--- src/rtl/div_pkg.sv ---
// Shared definitions for the sequential restoring divider.
//   state_t : FSM encoding (IDLE, CALC, DONE)
//   DW_DEF  : default dividend/quotient width
//   VW_DEF  : default divisor/remainder width
package div_pkg;

  localparam int DW_DEF = 4;
  localparam int VW_DEF = 2;

  typedef enum logic [1:0] {
    IDLE = 2'b00,
    CALC = 2'b01,
    DONE = 2'b10
  } state_t;

endpackage

--- src/rtl/div_step.sv ---
// One restoring-division step, purely combinational.
// Ports:
//   pr_in   [VW:0]   partial remainder from the previous step
//   bit_in           next dividend bit (MSB first)
//   divisor [VW-1:0] unsigned denominator
//   pr_out  [VW:0]   partial remainder after this step
//   q_bit            quotient bit produced by this step
module div_step #(
  parameter int VW = div_pkg::VW_DEF
) (
  input  logic [VW:0]   pr_in,
  input  logic          bit_in,
  input  logic [VW-1:0] divisor,
  output logic [VW:0]   pr_out,
  output logic          q_bit
);

  // Shift is done at VW+2 bits so the compare and subtract see every
  // input bit; the result always fits back into VW+1 bits because the
  // incoming remainder is below the divisor.
  logic [VW+1:0] shifted;
  logic [VW+1:0] dvs_ext;

  always_comb begin
    shifted = {pr_in, bit_in};
    dvs_ext = {2'b00, divisor};
    q_bit   = (shifted >= dvs_ext);
    pr_out  = q_bit ? (VW+1)'(shifted - dvs_ext) : (VW+1)'(shifted);
  end

endmodule

--- src/rtl/seq_div_4by2.sv ---
// Sequential unsigned divider, one restoring step per clock, MSB first.
// Ports:
//   clk          rising-edge clock
//   rst_n        asynchronous active-low reset (released synchronously)
//   start        request, sampled only in IDLE
//   dividend     [DW-1:0] numerator, captured with start
//   divisor      [VW-1:0] denominator, captured with start
//   busy         high in CALC and DONE
//   done         one-cycle result-valid pulse
//   quotient     [DW-1:0] registered result
//   remainder    [VW-1:0] registered result
//   div_by_zero  registered flag, valid with done
module seq_div_4by2
  import div_pkg::*;
#(
  parameter int DW = DW_DEF,
  parameter int VW = VW_DEF
) (
  input  logic          clk,
  input  logic          rst_n,
  input  logic          start,
  input  logic [DW-1:0] dividend,
  input  logic [VW-1:0] divisor,
  output logic          busy,
  output logic          done,
  output logic [DW-1:0] quotient,
  output logic [VW-1:0] remainder,
  output logic          div_by_zero
);

  localparam int CW = $clog2(DW + 1);

  // Reset asserts asynchronously and releases on a clock edge.
  logic rst_meta;
  logic rst_sync;

  always_ff @(posedge clk or negedge rst_n) begin
    if (!rst_n) begin
      rst_meta <= 1'b0;
      rst_sync <= 1'b0;
    end else begin
      rst_meta <= 1'b1;
      rst_sync <= rst_meta;
    end
  end

  state_t        state;
  state_t        state_next;
  logic [CW-1:0] cnt;
  logic [DW-1:0] dvd_sh;   // remaining dividend bits shift out of the top, quotient bits enter at the bottom
  logic [VW-1:0] dvs;
  logic [VW:0]   pr;
  logic [VW:0]   pr_next;
  logic          q_bit;
  logic [DW-1:0] q_shift;
  logic          accept;
  logic          last_step;

  assign accept    = (state == IDLE) && start;
  assign last_step = (state == CALC) && (cnt == CW'(DW - 1));
  assign q_shift   = (dvd_sh << 1) | DW'(q_bit);

  div_step #(.VW(VW)) u_step (
    .pr_in   (pr),
    .bit_in  (dvd_sh[DW-1]),
    .divisor (dvs),
    .pr_out  (pr_next),
    .q_bit   (q_bit)
  );

  always_comb begin
    state_next = state;
    case (state)
      IDLE: begin
        if (start) state_next = (divisor == '0) ? DONE : CALC;
      end
      CALC: begin
        if (last_step) state_next = DONE;
      end
      DONE:    state_next = IDLE;
      default: state_next = IDLE;
    endcase
  end

  // Operands and working registers: no reset needed, they are always
  // loaded on accept before being used.
  always_ff @(posedge clk) begin
    if (accept) begin
      dvd_sh <= dividend;
      dvs    <= divisor;
      pr     <= '0;
    end else if (state == CALC) begin
      dvd_sh <= q_shift;
      pr     <= pr_next;
    end
  end

  // Control and registered outputs.
  always_ff @(posedge clk or negedge rst_sync) begin
    if (!rst_sync) begin
      state       <= IDLE;
      cnt         <= '0;
      busy        <= 1'b0;
      done        <= 1'b0;
      quotient    <= '0;
      remainder   <= '0;
      div_by_zero <= 1'b0;
    end else begin
      state <= state_next;
      busy  <= (state_next != IDLE);
      done  <= (state_next == DONE);

      if (accept) cnt <= '0;
      else if (state == CALC) cnt <= cnt + CW'(1);

      if (accept) begin
        div_by_zero <= (divisor == '0);
        if (divisor == '0) begin
          quotient  <= '1;
          remainder <= '0;
        end
      end

      if (last_step) begin
        quotient  <= q_shift;
        remainder <= pr_next[VW-1:0];
      end
    end
  end

endmodule

--- config.mk ---
export PLATFORM = sky130hd
export DESIGN_NAME = seq_div_4by2
export DESIGN_NICKNAME = d
export VERILOG_FILES = /design/src/rtl/div_pkg.sv /design/src/rtl/div_step.sv /design/src/rtl/seq_div_4by2.sv
export SDC_FILE = /design/constraint.sdc
export NUM_CORES = 1
export LEC_CHECK = 0
export BUFFER_PORTS_ARGS = -buffer_cell sky130_fd_sc_hd__buf_4
export CAP_MARGIN = 20
export CORE_UTILIZATION = 53
export DETAILED_ROUTE_END_ITERATION = 10
export PLACE_DENSITY_LB_ADDON = 0.25
export SLEW_MARGIN = 40
export SYNTH_ARGS = -nofsm -noshare
export SYNTH_HDL_FRONTEND = slang
export SYNTH_HIERARCHICAL = 1
export SYNTH_SLANG_ARGS = --single-unit
--- constraint.sdc ---
create_clock -name clk -period 0.9 [get_ports clk]
set_clock_uncertainty 0.15 [all_clocks]
set_input_delay 0.135 -clock clk [delete_from_list [all_inputs] [get_ports clk]]
set_output_delay 0.135 -clock clk [all_outputs]
set_load 0.02 [all_outputs]
Word level (Yosys, flattened, before mapping). Cells that the tools add are included.

$add $sub $neg: 2. $mul: 0. Div/mod/pow operators: 0. Order comparisons: 1. Equal/unequal tests: 3. Shifts and indexed selects: 0. Mux-type cells: 15. Bitwise operators: 1. Reductions and logical operators: 9.

Operators by type and width (count): 4-bit 2-to-1 mux (5); 2-bit 2-to-1 mux (6); 3-bit 2-to-1 mux (3); 2-bit nonzero test (4); 4-bit by 2-bit greater-or-equal comparator with 1-bit output (1); 2-bit logical NOT (2); 4-bit by 1-bit OR with 4-bit output (1); 2-bit one-hot mux with 2 select lines (1); 3-bit by 1-bit adder with 3-bit output, second input constant (1); 3-bit by 2-bit == test with 1-bit output, second input constant (1); 3-bit by 2-bit subtractor with 3-bit output (1); 2-bit by 1-bit == test with 1-bit output, second input constant (1); 2-bit == test, second input constant (1); 1-bit logical AND (2); 2-bit AND reduction (1).

Register bits after elaboration: 25. Latch bits: 0. RAM bits: 0. Bits in read-only memories: 0. Bits of input ports: 9. Output and inout port bits: 9. Memories: 0.

Longest topological paths before layout. Gate-level depths: netlist of the first run.

Depth in word-level cells: 5. Depth in mapped cells: 7. Mapped depth without buffers: 7.

Cells and area by module. The synthesis of the first run kept the hierarchy.

By module, submodules not included: seq_div_4by2 (times used 1, cells an instance 67, area each 958.4 um^2); div_step (times used 1, cells an instance 13, area each 111.4 um^2).

Worst setup path after synthesis of the first run. Ideal clock, no wire load.

Kind: reg2reg. Start: reg dvs[0]. End: reg remainder[0]. Setup time: 83 ps. Data arrival time: 1439 ps. Setup slack: -772 ps. Stages on the path, launching flop included: 7. Path buffers: 0. Clock period less this slack: 1672 ps. Path through: edfxtp_1 ha_1 fa_1 nand3_2 mux2i_1 nand3_1 o21ai_0.

Word-level cells in the longest chain between the ends: 3.

RTL lines: from (decl) (line seq_div_4by2.sv:51) `logic [VW-1:0] dvs;`; from (signal assigned) (line seq_div_4by2.sv:90) `dvs <= divisor;`; 4-bit by 2-bit greater-or-equal comparator with 1-bit output (line div_step.sv:27) `q_bit = (shifted >= dvs_ext);`; via q_bit (line seq_div_4by2.sv:54) `logic q_bit;`; 3-bit 2-to-1 mux (line div_step.sv:28) `pr_out = q_bit ? (VW+1)'(shifted - dvs_ext) : (VW+1)'(shifted);`; via pr_next[0] (line seq_div_4by2.sv:53) `logic [VW:0] pr_next;`; 2-bit 2-to-1 mux (line seq_div_4by2.sv:124) `if (last_step) begin`; to (signal assigned) (line seq_div_4by2.sv:126) `remainder <= pr_next[VW-1:0];`; to (decl) (line seq_div_4by2.sv:27) `output logic [VW-1:0] remainder,`.

The timed path passes the listed nets, and every way through them passes these cells. A chain may end at the register's enable or synchronous reset.

Worst setup path after layout of the first run.
Start: reg dvd_sh[3]. End: reg pr[2].

Word-level cells in the longest chain between the ends: 2.

RTL lines: from (decl) (line seq_div_4by2.sv:50) `logic [DW-1:0] dvd_sh;`; from (signal assigned) (line seq_div_4by2.sv:89) `dvd_sh <= dividend;`; from (signal assigned) (line seq_div_4by2.sv:93) `dvd_sh <= q_shift;`; 4-bit by 2-bit greater-or-equal comparator with 1-bit output or 3-bit by 2-bit subtractor with 3-bit output (tied branches) (line div_step.sv:27, div_step.sv:28); 3-bit 2-to-1 mux (*) (line div_step.sv:28); via pr_next[2] (line seq_div_4by2.sv:53); to (signal assigned) (line seq_div_4by2.sv:94) `pr <= pr_next;`; to (decl) (line seq_div_4by2.sv:52) `logic [VW:0] pr;`.

Mark *: on every way through the listed nets, which the timed path passes. The rest lies on a longest branch.

==> metrics.md, run 1 <==
| Metric | Value |
|---|---|
| PnR worst setup slack | `-0.913 ns` |
| Hold-fix buffer count after cts | `2` |
| Final Hold Fails | `10` |
| Vias/cell | `5.98` |
| Syn Std Cell Area | `1070 um2` |
| Aggregate routed wire length | `3480 um` |
| Post-DR wirelength/cell | `22.3 um` |
| Gr ovfl total | `0` |
| Clock power share | `0.085` |
| FF/Latch Area | `643 um2` |
| Sequential share of power | `0.314` |
| Setup Crit Path Kind | `reg2reg` |
| CTS Sinks | `25` |
| RSZ-0062 raised after global routing | `true` |
| # nets final | `146` |
| Peak VDD IR | `2.80 mV` |
| Largest net degree at the start of global routing | `16` |
| Final setup fails | `36` |
| Yosys top cell area share | `0.374` |
| WP data required | `1.04 ns` |
| Leak | `0.747 nW` |
| Sequential share of the synthesized area | `0.599` |
| Internal | `0.00390 W` |
| Clock transition at the registers of the reported paths | `0.15 ns` |
| Combinational share of power | `0.601` |
| Area delta synth->final | `57.3%` |
| Vias | `933` |
| Chip Width | `46.9 um` |
| Floorplan die height | `46.9 um` |
| Gpl congestion | `0.876` |
| Sw Pwr | `0.00249 W` |
| Worst Setup Start Kind | `flop` |
| H-tree depth reported by CTS | `1` |
| Crit Path Max Fanout | `2` |
| Crit path DAT | `1.95 ns` |
| First-pass GRT wire length | `3620 um` |
| Port buffer count | `17` |
| Core area | `1800 um2` |
| Maxcap violations | `0` |
| Longest Clk Path Bufs | `2` |
| Clk root buf | `clkbuf_4` |
| Synth Net Count | `94` |
| CTS tree | `yes` |
| Post-synth cell types | `28` |
| DP Worst Slack | `-0.846 ns` |
| Max-slew violations | `0` |
| Core Util, Final | `0.934` |
| Share of cells above drive strength 1 | `0.641` |
| Die area | `2200 um2` |
| Max Fclk | `0.552 GHz` |
| Mapped Avg Cell Area | `13.4 um2` |
| Min cycle time layout | `1.81 ns` |
| Setup_tns | `-20.06 ns` |
| ANT nets after route | `0` |
| Area of the multi-input gates | `519 um2` |
| I/O pins | `18` |
| Top cells by area, synth | `dfrtp_1 (37%), edfxtp_1 (17%), mux2_2 (6.3%)` |
| Initial Utilization | `0.594` |
| FF+latch count, synth | `25` |
| Status | `complete, but fails checks` |
| Hold Path Class | `in2reg` |
| Power Density | `3800 nW/um2` |
| Synth warn | `6` |
| Setup crit end kind | `flop` |
| Fill count | `54` |
| Dpl hpwl | `1700 um` |
| Drt first-iter violations | `41` |
| Hold_ws | `-0.0661 ns` |
| Worst skew pair latency | `0.34 ns` |
| Diodes inserted | `0` |
| Final worst-path cycle share | `2.01` |
| Vias in the first global route | `790` |
| Total GRT Usage | `0.254` |
| Antenna violations before repair | `0` |
| Sw Ratio | `0.390` |
| Row count | `15` |
| DRC | `0` |
| Dominant cell type by area after synthesis | `dfrtp_1` |
| Drt first pass iters | `4` |
| Violated checks | `hold timing, setup timing` |
| TritonCTS Buffers | `3` |
| Syn Inst Count | `80` |
[placed cells by master (no fill, tap or decap), types with 2 or more instances in the layout]
cell type	instances
buf_4	30
buf_6	17
dfrtp_1	14
mux2_4	6
inv_1	6
edfxtp_1	6
o22a_2	4
a22o_1	4
nand2_1	3
o21ai_1	3
clkbuf_4	3
dfxtp_1	3
ha_2	2
dfrtp_2	2
[registers in the layout, indices dropped and copies added (netlist names)]
signal,count
quotient,4
busy,1
cnt,3
dvd_sh,4
remainder,2
done,1
state,2
rst_sync,1
pr,3
dvs,2
rst_meta,1
div_by_zero,1
[final timing paths]
check | depth (start not counted) | slack [ns] | from | to
worst max register to register | 7 | -0.91 | dvd_sh[3] | pr[2]
min in group asynchronous | 2 | -0.04 | rst_n | rst_meta
worst min register to register | 1 | 0.04 | rst_sync | div_by_zero
max in group asynchronous | 1 | 0.38 | rst_sync | state[0]
worst min-delay path | 2 | -0.07 | divisor[0] | dvs[0]
worst max-delay path | 7 | -0.91 | dvd_sh[3] | pr[2]
[cell usage after synthesis, drive strengths merged]
cell     n
dfrtp   16
inv      8
edfxtp   6
mux2     6
a22o     4
ha       4
nand2    4
o21ai    4
o22a     4
dfxtp    3
nand3    3
nor2     3
a21oi    2
mux2i    2
a31oi    1
clkbuf   1
conb     1
fa       1
nor2b    1
nor3b    1
o21bai   1
o22ai    1
or2b     1
or4b     1
xnor2    1
[power groups by stage]
| stage | clock network [W] | logic (W) | registers, W |
|---|---|---|---|
| after floorplan | 0 | 0.00140 | 0.00216 |
| after global placement | 0 | 0.00258 | 0.00190 |
| after detailed placement | 0 | 0.00267 | 0.00194 |
| after CTS | 0.000521 | 0.00320 | 0.00195 |
| after global routing | 0.000576 | 0.00397 | 0.00203 |
| final | 0.000546 | 0.00384 | 0.00201 |
[layout make-up]
type,instances,area share
clock buffers,3,0.0134
clock inverters,1,0.00446
inverters,8,0.0193
multi-input cells,46,0.309
flip-flops and latches,25,0.382
well taps,25,0.0186
repair buffers,48,0.254
[kinds of logic (layout without fill, tap and decap cells)]
| family | Yosys count | count (layout) | synth area share |
|---|---|---|---|
| xor+xnor | 1 | 1 | 0.00819 |
| other cells | 1 | 1 | 0.00351 |
| simple gates | 14 | 14 | 0.0830 |
| buf+inv | 9 | 60 | 0.0316 |
| flops | 25 | 25 | 0.599 |
| fa+ha+maj | 5 | 5 | 0.0655 |
| mux | 8 | 8 | 0.0819 |
| compound gates | 17 | 17 | 0.127 |
[per-stage QoR]
step           hold slack [ns]  power, W  instance area (um2)  std cells
6_report               -0.0661   0.00639                 1680        156
5_1_grt                -0.0712   0.00657                 1680        156
4_1_cts                -0.0700   0.00567                 1610        151
3_5_place_dp            -0.231   0.00461                 1430        140
3_3_place_gp            -0.233   0.00449                 1430        140
2_1_floorplan           -0.311   0.00356                 1140         80
[worst max-delay path: stages (launching register included)]
cell and delay, ns:
edfxtp_1 0.37, inv_2 0.05, ha_2 0.18, fa_2 0.37, buf_4 0.17, xnor2_2 0.13
a31oi_1 0.18, a22o_1 0.16
[routing by layer]
layer / global-route usage / wire, um
met3: 0.0500 / 261
met1: 0.312 / 1330
met2: 0.436 / 1700
met5: 0 / 0
met4: 0.109 / 182
[what timing repair did]
item,in CTS,in global routing
gates resized for setup,26,7
buffers inserted,5,7
setup endpoints to repair,36,38
endpoints found under the hold margin,10,8
pin swaps,5,8
Power figures use the tool's default switching activity.
==> run 2: changes to the inputs <==
Settings changed: PLACE_DENSITY set to 0.83, PLACE_DENSITY_LB_ADDON 0.25 to not set.
==> run 2 against run 1 <==
Net effect:
- the flow now stops in global routing (5_1_grt)
- synthesized area stayed put
- synthesized cell count stayed put
==> metrics.md, run 2 <==
| Metric | Value |
|---|---|
| Status | `did not finish` |
| Stopped at | `global routing (5_1_grt)` |
| Error msg | `[ERROR DPL-0038] Utilization greater than 100%, impossible to legalize` |
| Port buffer count | `17 (unchanged)` |
| Row count | `15 (unchanged)` |
| Post-synth EDFFs | `6 (unchanged)` |
| Synth warn | `6 (unchanged)` |
| Chip Width | `46.9 um (unchanged)` |
| H-tree depth reported by CTS | `1 (unchanged)` |
| Gpl congestion | `0.876 (about the same)` |
| I/O pins | `18 (unchanged)` |
| Dpl hpwl | `1790 um (+5.3%)` |
| Leading cell type by number of instances after synthesis | `dfrtp_1` |
| Syn Std Cell Area | `1070 um2 (unchanged)` |
| Asr flop ratio synth | `0.640 (unchanged)` |
| Top cells by count, synth | `dfrtp_1 (16), inv_1 (8), edfxtp_1 (6), mux2_2 (6)` |
| Worst ep type | `register data pin` |
| Largest net degree at the start of global routing | `15` |
| Mapped Avg Cell Area | `13.4 um2 (unchanged)` |
| Worst_ep grt | `remainder[0]$_DFFE_PN0P_/D` |
| FF+latch count, synth | `25 (unchanged)` |
| Synth Net Count | `94 (unchanged)` |
| Yosys top cell area share | `0.374 (unchanged)` |
| TritonCTS Buffers | `3 (unchanged)` |
| Top cells by area, synth | `dfrtp_1 (37%), edfxtp_1 (17%), mux2_2 (6.3%)` |
| Dominant cell type by area after synthesis | `dfrtp_1` |
| Post-synth cell types | `28 (unchanged)` |
| Clk root buf | `clkbuf_4` |
| DP Worst Slack | `-0.805 ns (+0.0404 ns)` |
| Syn Inst Count | `80 (unchanged)` |
| Longest Clk Path Bufs | `2 (unchanged)` |
| Sequential share of the synthesized area | `0.599 (unchanged)` |
| Floorplan die height | `46.9 um (unchanged)` |
| CTS Sinks | `25 (unchanged)` |
| Ys flop type | `dfrtp_1` |
| Initial Utilization | `0.594 (unchanged)` |
[run 2: cell counts after synthesis]
No cell type changed its count.
[run 2: logic make-up after synthesis]
family                   count (synthesis)  synth area share
AO/OA/AOI/OAI                           17             0.127
XOR/XNOR                                 1           0.00819
adder cells (fa/ha/maj)                  5            0.0655
buffers and inverters                    9            0.0316
flip-flops                              25             0.599
multiplexers                             8            0.0819
other                                    1           0.00351
AND/OR/NAND/NOR                         14            0.0830
[run 2: metrics by stage]
step / cell area (um2) / std cells / hold slack [ns] / setup TNS, ns
2_1_floorplan: 1140 / 80 / -0.311 / -13.40
3_3_place_gp: 1440 / 139 / -0.233 / -14.69
3_5_place_dp: 1440 / 139 / -0.232 / -15.36
4_1_cts: 1700 / 160 / -0.0535 / -19.73
[run 2: timing repair]
item                       4_1_cts
buffers inserted                16
hold endpoints to repair        10
setup endpoints to repair       36
pin swaps                        9
resized for setup               30
hold buffers                     2
==> run 3: changes to the inputs <==
Settings changed: CORE_AREA set to 2 2 63 65, CORE_UTILIZATION 53 to not set, DIE_AREA set to 0 0 65 67, PLACE_DENSITY 0.83 to not set, PLACE_DENSITY_LB_ADDON set to 0.15.
==> run 3 against run 2 <==
Net effect:
- the flow now finishes, with violations (setup timing)
==> metrics.md, run 3 (synthesis gave the netlist of run 1 again) <==
| Metric | Value |
|---|---|
| Leak | `0.785 nW` |
| Peak VDD IR | `1.50 mV` |
| Setup_tns | `-17.56 ns` |
| I/O pins | `18 (unchanged)` |
| Overall power | `0.00632 W` |
| Worst skew pair latency | `0.26 ns` |
| Min cycle time layout | `1.68 ns` |
| Clock transition at the registers of the reported paths | `0.08 ns` |
| Total GRT Usage | `0.122` |
| Setup Crit Path Kind | `reg2reg` |
| Gr ovfl total | `0` |
| Power Density | `3540 nW/um2` |
| Dpl hpwl | `1620 um (-9.6%)` |
| RSZ-0062 raised after global routing | `true` |
| FF/Latch Area | `643 um2` |
| Diodes inserted | `0` |
| Gpl congestion | `0.740 (-16%)` |
| Crit path DAT | `1.72 ns` |
| Max-slew violations | `0` |
| Crit path from | `dvd_sh[3]` |
| Crit path max-delay cell type | `fa_2` |
| Drt first pass iters | `4` |
| Area of the multi-input gates | `497 um2` |
| Post-route cell area | `1790 um2` |
| CTS Sinks | `25 (unchanged)` |
| Commonest non-fill, non-tap cell in the layout | `buf_4` |
| WP data required | `0.95 ns` |
| Chip Width | `65 um (+39%)` |
| # nets final | `152` |
| Clk root buf | `clkbuf_8` |
| Status | `complete, but fails checks` |
| Hold Path Class | `in2reg` |
| Non-filler cells, final | `185` |
| Setup crit end kind | `flop` |
| Core area | `3610 um2` |
| Largest net degree at the start of global routing | `15` |
| TritonCTS Buffers | `3 (unchanged)` |
| Vias | `816` |
| Floorplan die height | `67 um (+43%)` |
| Area delta synth->final | `66.9%` |
| Port buffer count | `17 (unchanged)` |
| First-pass GRT wire length | `3890 um` |
| Longest Clk Path Bufs | `2 (unchanged)` |
| PnR worst setup slack | `-0.777 ns` |
| Crit path cell chain | `inv_2, ha_2, fa_2, nand3_4, mux2i_2, nand3_1, o21ai_1` |
| DRC | `0` |
| Antenna violations before repair | `0` |
| Vias/cell | `4.41` |
| Crit Path Max Fanout | `4` |
| Share of cells above drive strength 1 | `0.650` |
| Hold Startpoint | `divisor[1]` |
| Worst Setup Start Kind | `flop` |
| Max Fclk | `0.596 GHz` |
| Fill count | `331` |
| Die area | `4360 um2` |
| Hold Path End | `dvs[1]` |
| Vias in the first global route | `799` |
| Violated checks | `setup timing` |
| R2R Path End | `remainder[1]` |
| Row count | `22 (+7)` |
| Final worst-path cycle share | `1.86` |
| Placed insts | `164 (+18%)` |
| Largest stage delay, worst path | `0.38 ns` |
| R2R Setup Slk | `-0.78 ns` |
| Post-DR wirelength/cell | `12.8 um` |
| Aggregate routed wire length | `2370 um` |
| Biggest regs | `dvd_sh (4), quotient (4)` |
| Drt first-iter violations | `29` |
| H-tree depth reported by CTS | `1 (unchanged)` |
| Reg2reg path depth | `7` |
| Most frequent cells in the layout | `buf_4 (31), buf_6 (20), dfrtp_1 (14)` |
| CTS tree | `yes` |
| ANT nets after route | `0` |
| Hold depth | `2` |
| Crit Reg-Reg Startpoint | `dvd_sh[3]` |
| Hold-fix buffer count after cts | `1 (-1)` |
| Dpl cell area | `1480 um2 (+3.0%)` |
| Initial Utilization | `0.297 (-0.297)` |
| DP Worst Slack | `-0.795 ns (+0.0101 ns)` |
| Maxcap violations | `0` |
| Final setup fails | `36` |
| Final Hold Fails | `0` |
[run 3: power breakdown]
part           switching [W]  internal (W)
Combinational        0.00150       0.00221
Sequential          0.000281       0.00167
Clock               0.000339      0.000316
[run 3: cell type report]
class	count	share of cell area
Inverter	8	0.0182
Multi-Input combinational cell	46	0.278
Sequential cell	25	0.360
Clock buffer	4	0.0252
Timing Repair Buffer	54	0.285
Tap cell	48	0.0336
[run 3: worst max path at each step]
stage / cells after the start / endpoint / slack (ns)
after floorplan: 6 / remainder[1] / -0.70
after global placement: 6 / remainder[1] / -0.76
after detailed placement: 6 / remainder[1] / -0.80
after CTS: 6 / remainder[1] / -0.77
after global routing: 6 / remainder[1] / -0.86
final: 7 / remainder[1] / -0.78
[run 3: critical path, delay by kind of cell, from the launching register on]
kind / cells / cell delay, ns
fa+ha+maj: 2 / 0.56
mux: 1 / 0.23
compound gates: 1 / 0.08
flops: 1 / 0.35
buf+inv: 1 / 0.04
simple gates: 2 / 0.20
[run 3: metal layers]
layer | track usage | up-vias | part of all wire
met5 | 0 | - | 0
met4 | 0.0399 | 0 | 0.011
met3 | 0.0355 | 4 | 0.032
met2 | 0.192 | 14 | 0.51
met1 | 0.162 | 404 | 0.44
li1 | - | 394 | -
[run 3: per-stage QoR]
step | utilization | hold slack (ns)
finish | 0.495 | 0.0117
CTS | 0.464 | 0.00287
detailed placement | 0.411 | -0.231
global placement | 0.411 | -0.232
floorplan | - | -0.311
global route | 0.495 | -0.00204
[run 3: repair_timing]
item,in CTS,in global routing
endpoints found under the hold margin,2,1
gates resized for setup,23,11
setup buffers,8,9
endpoints found under the setup margin,36,36
pin swaps,5,11
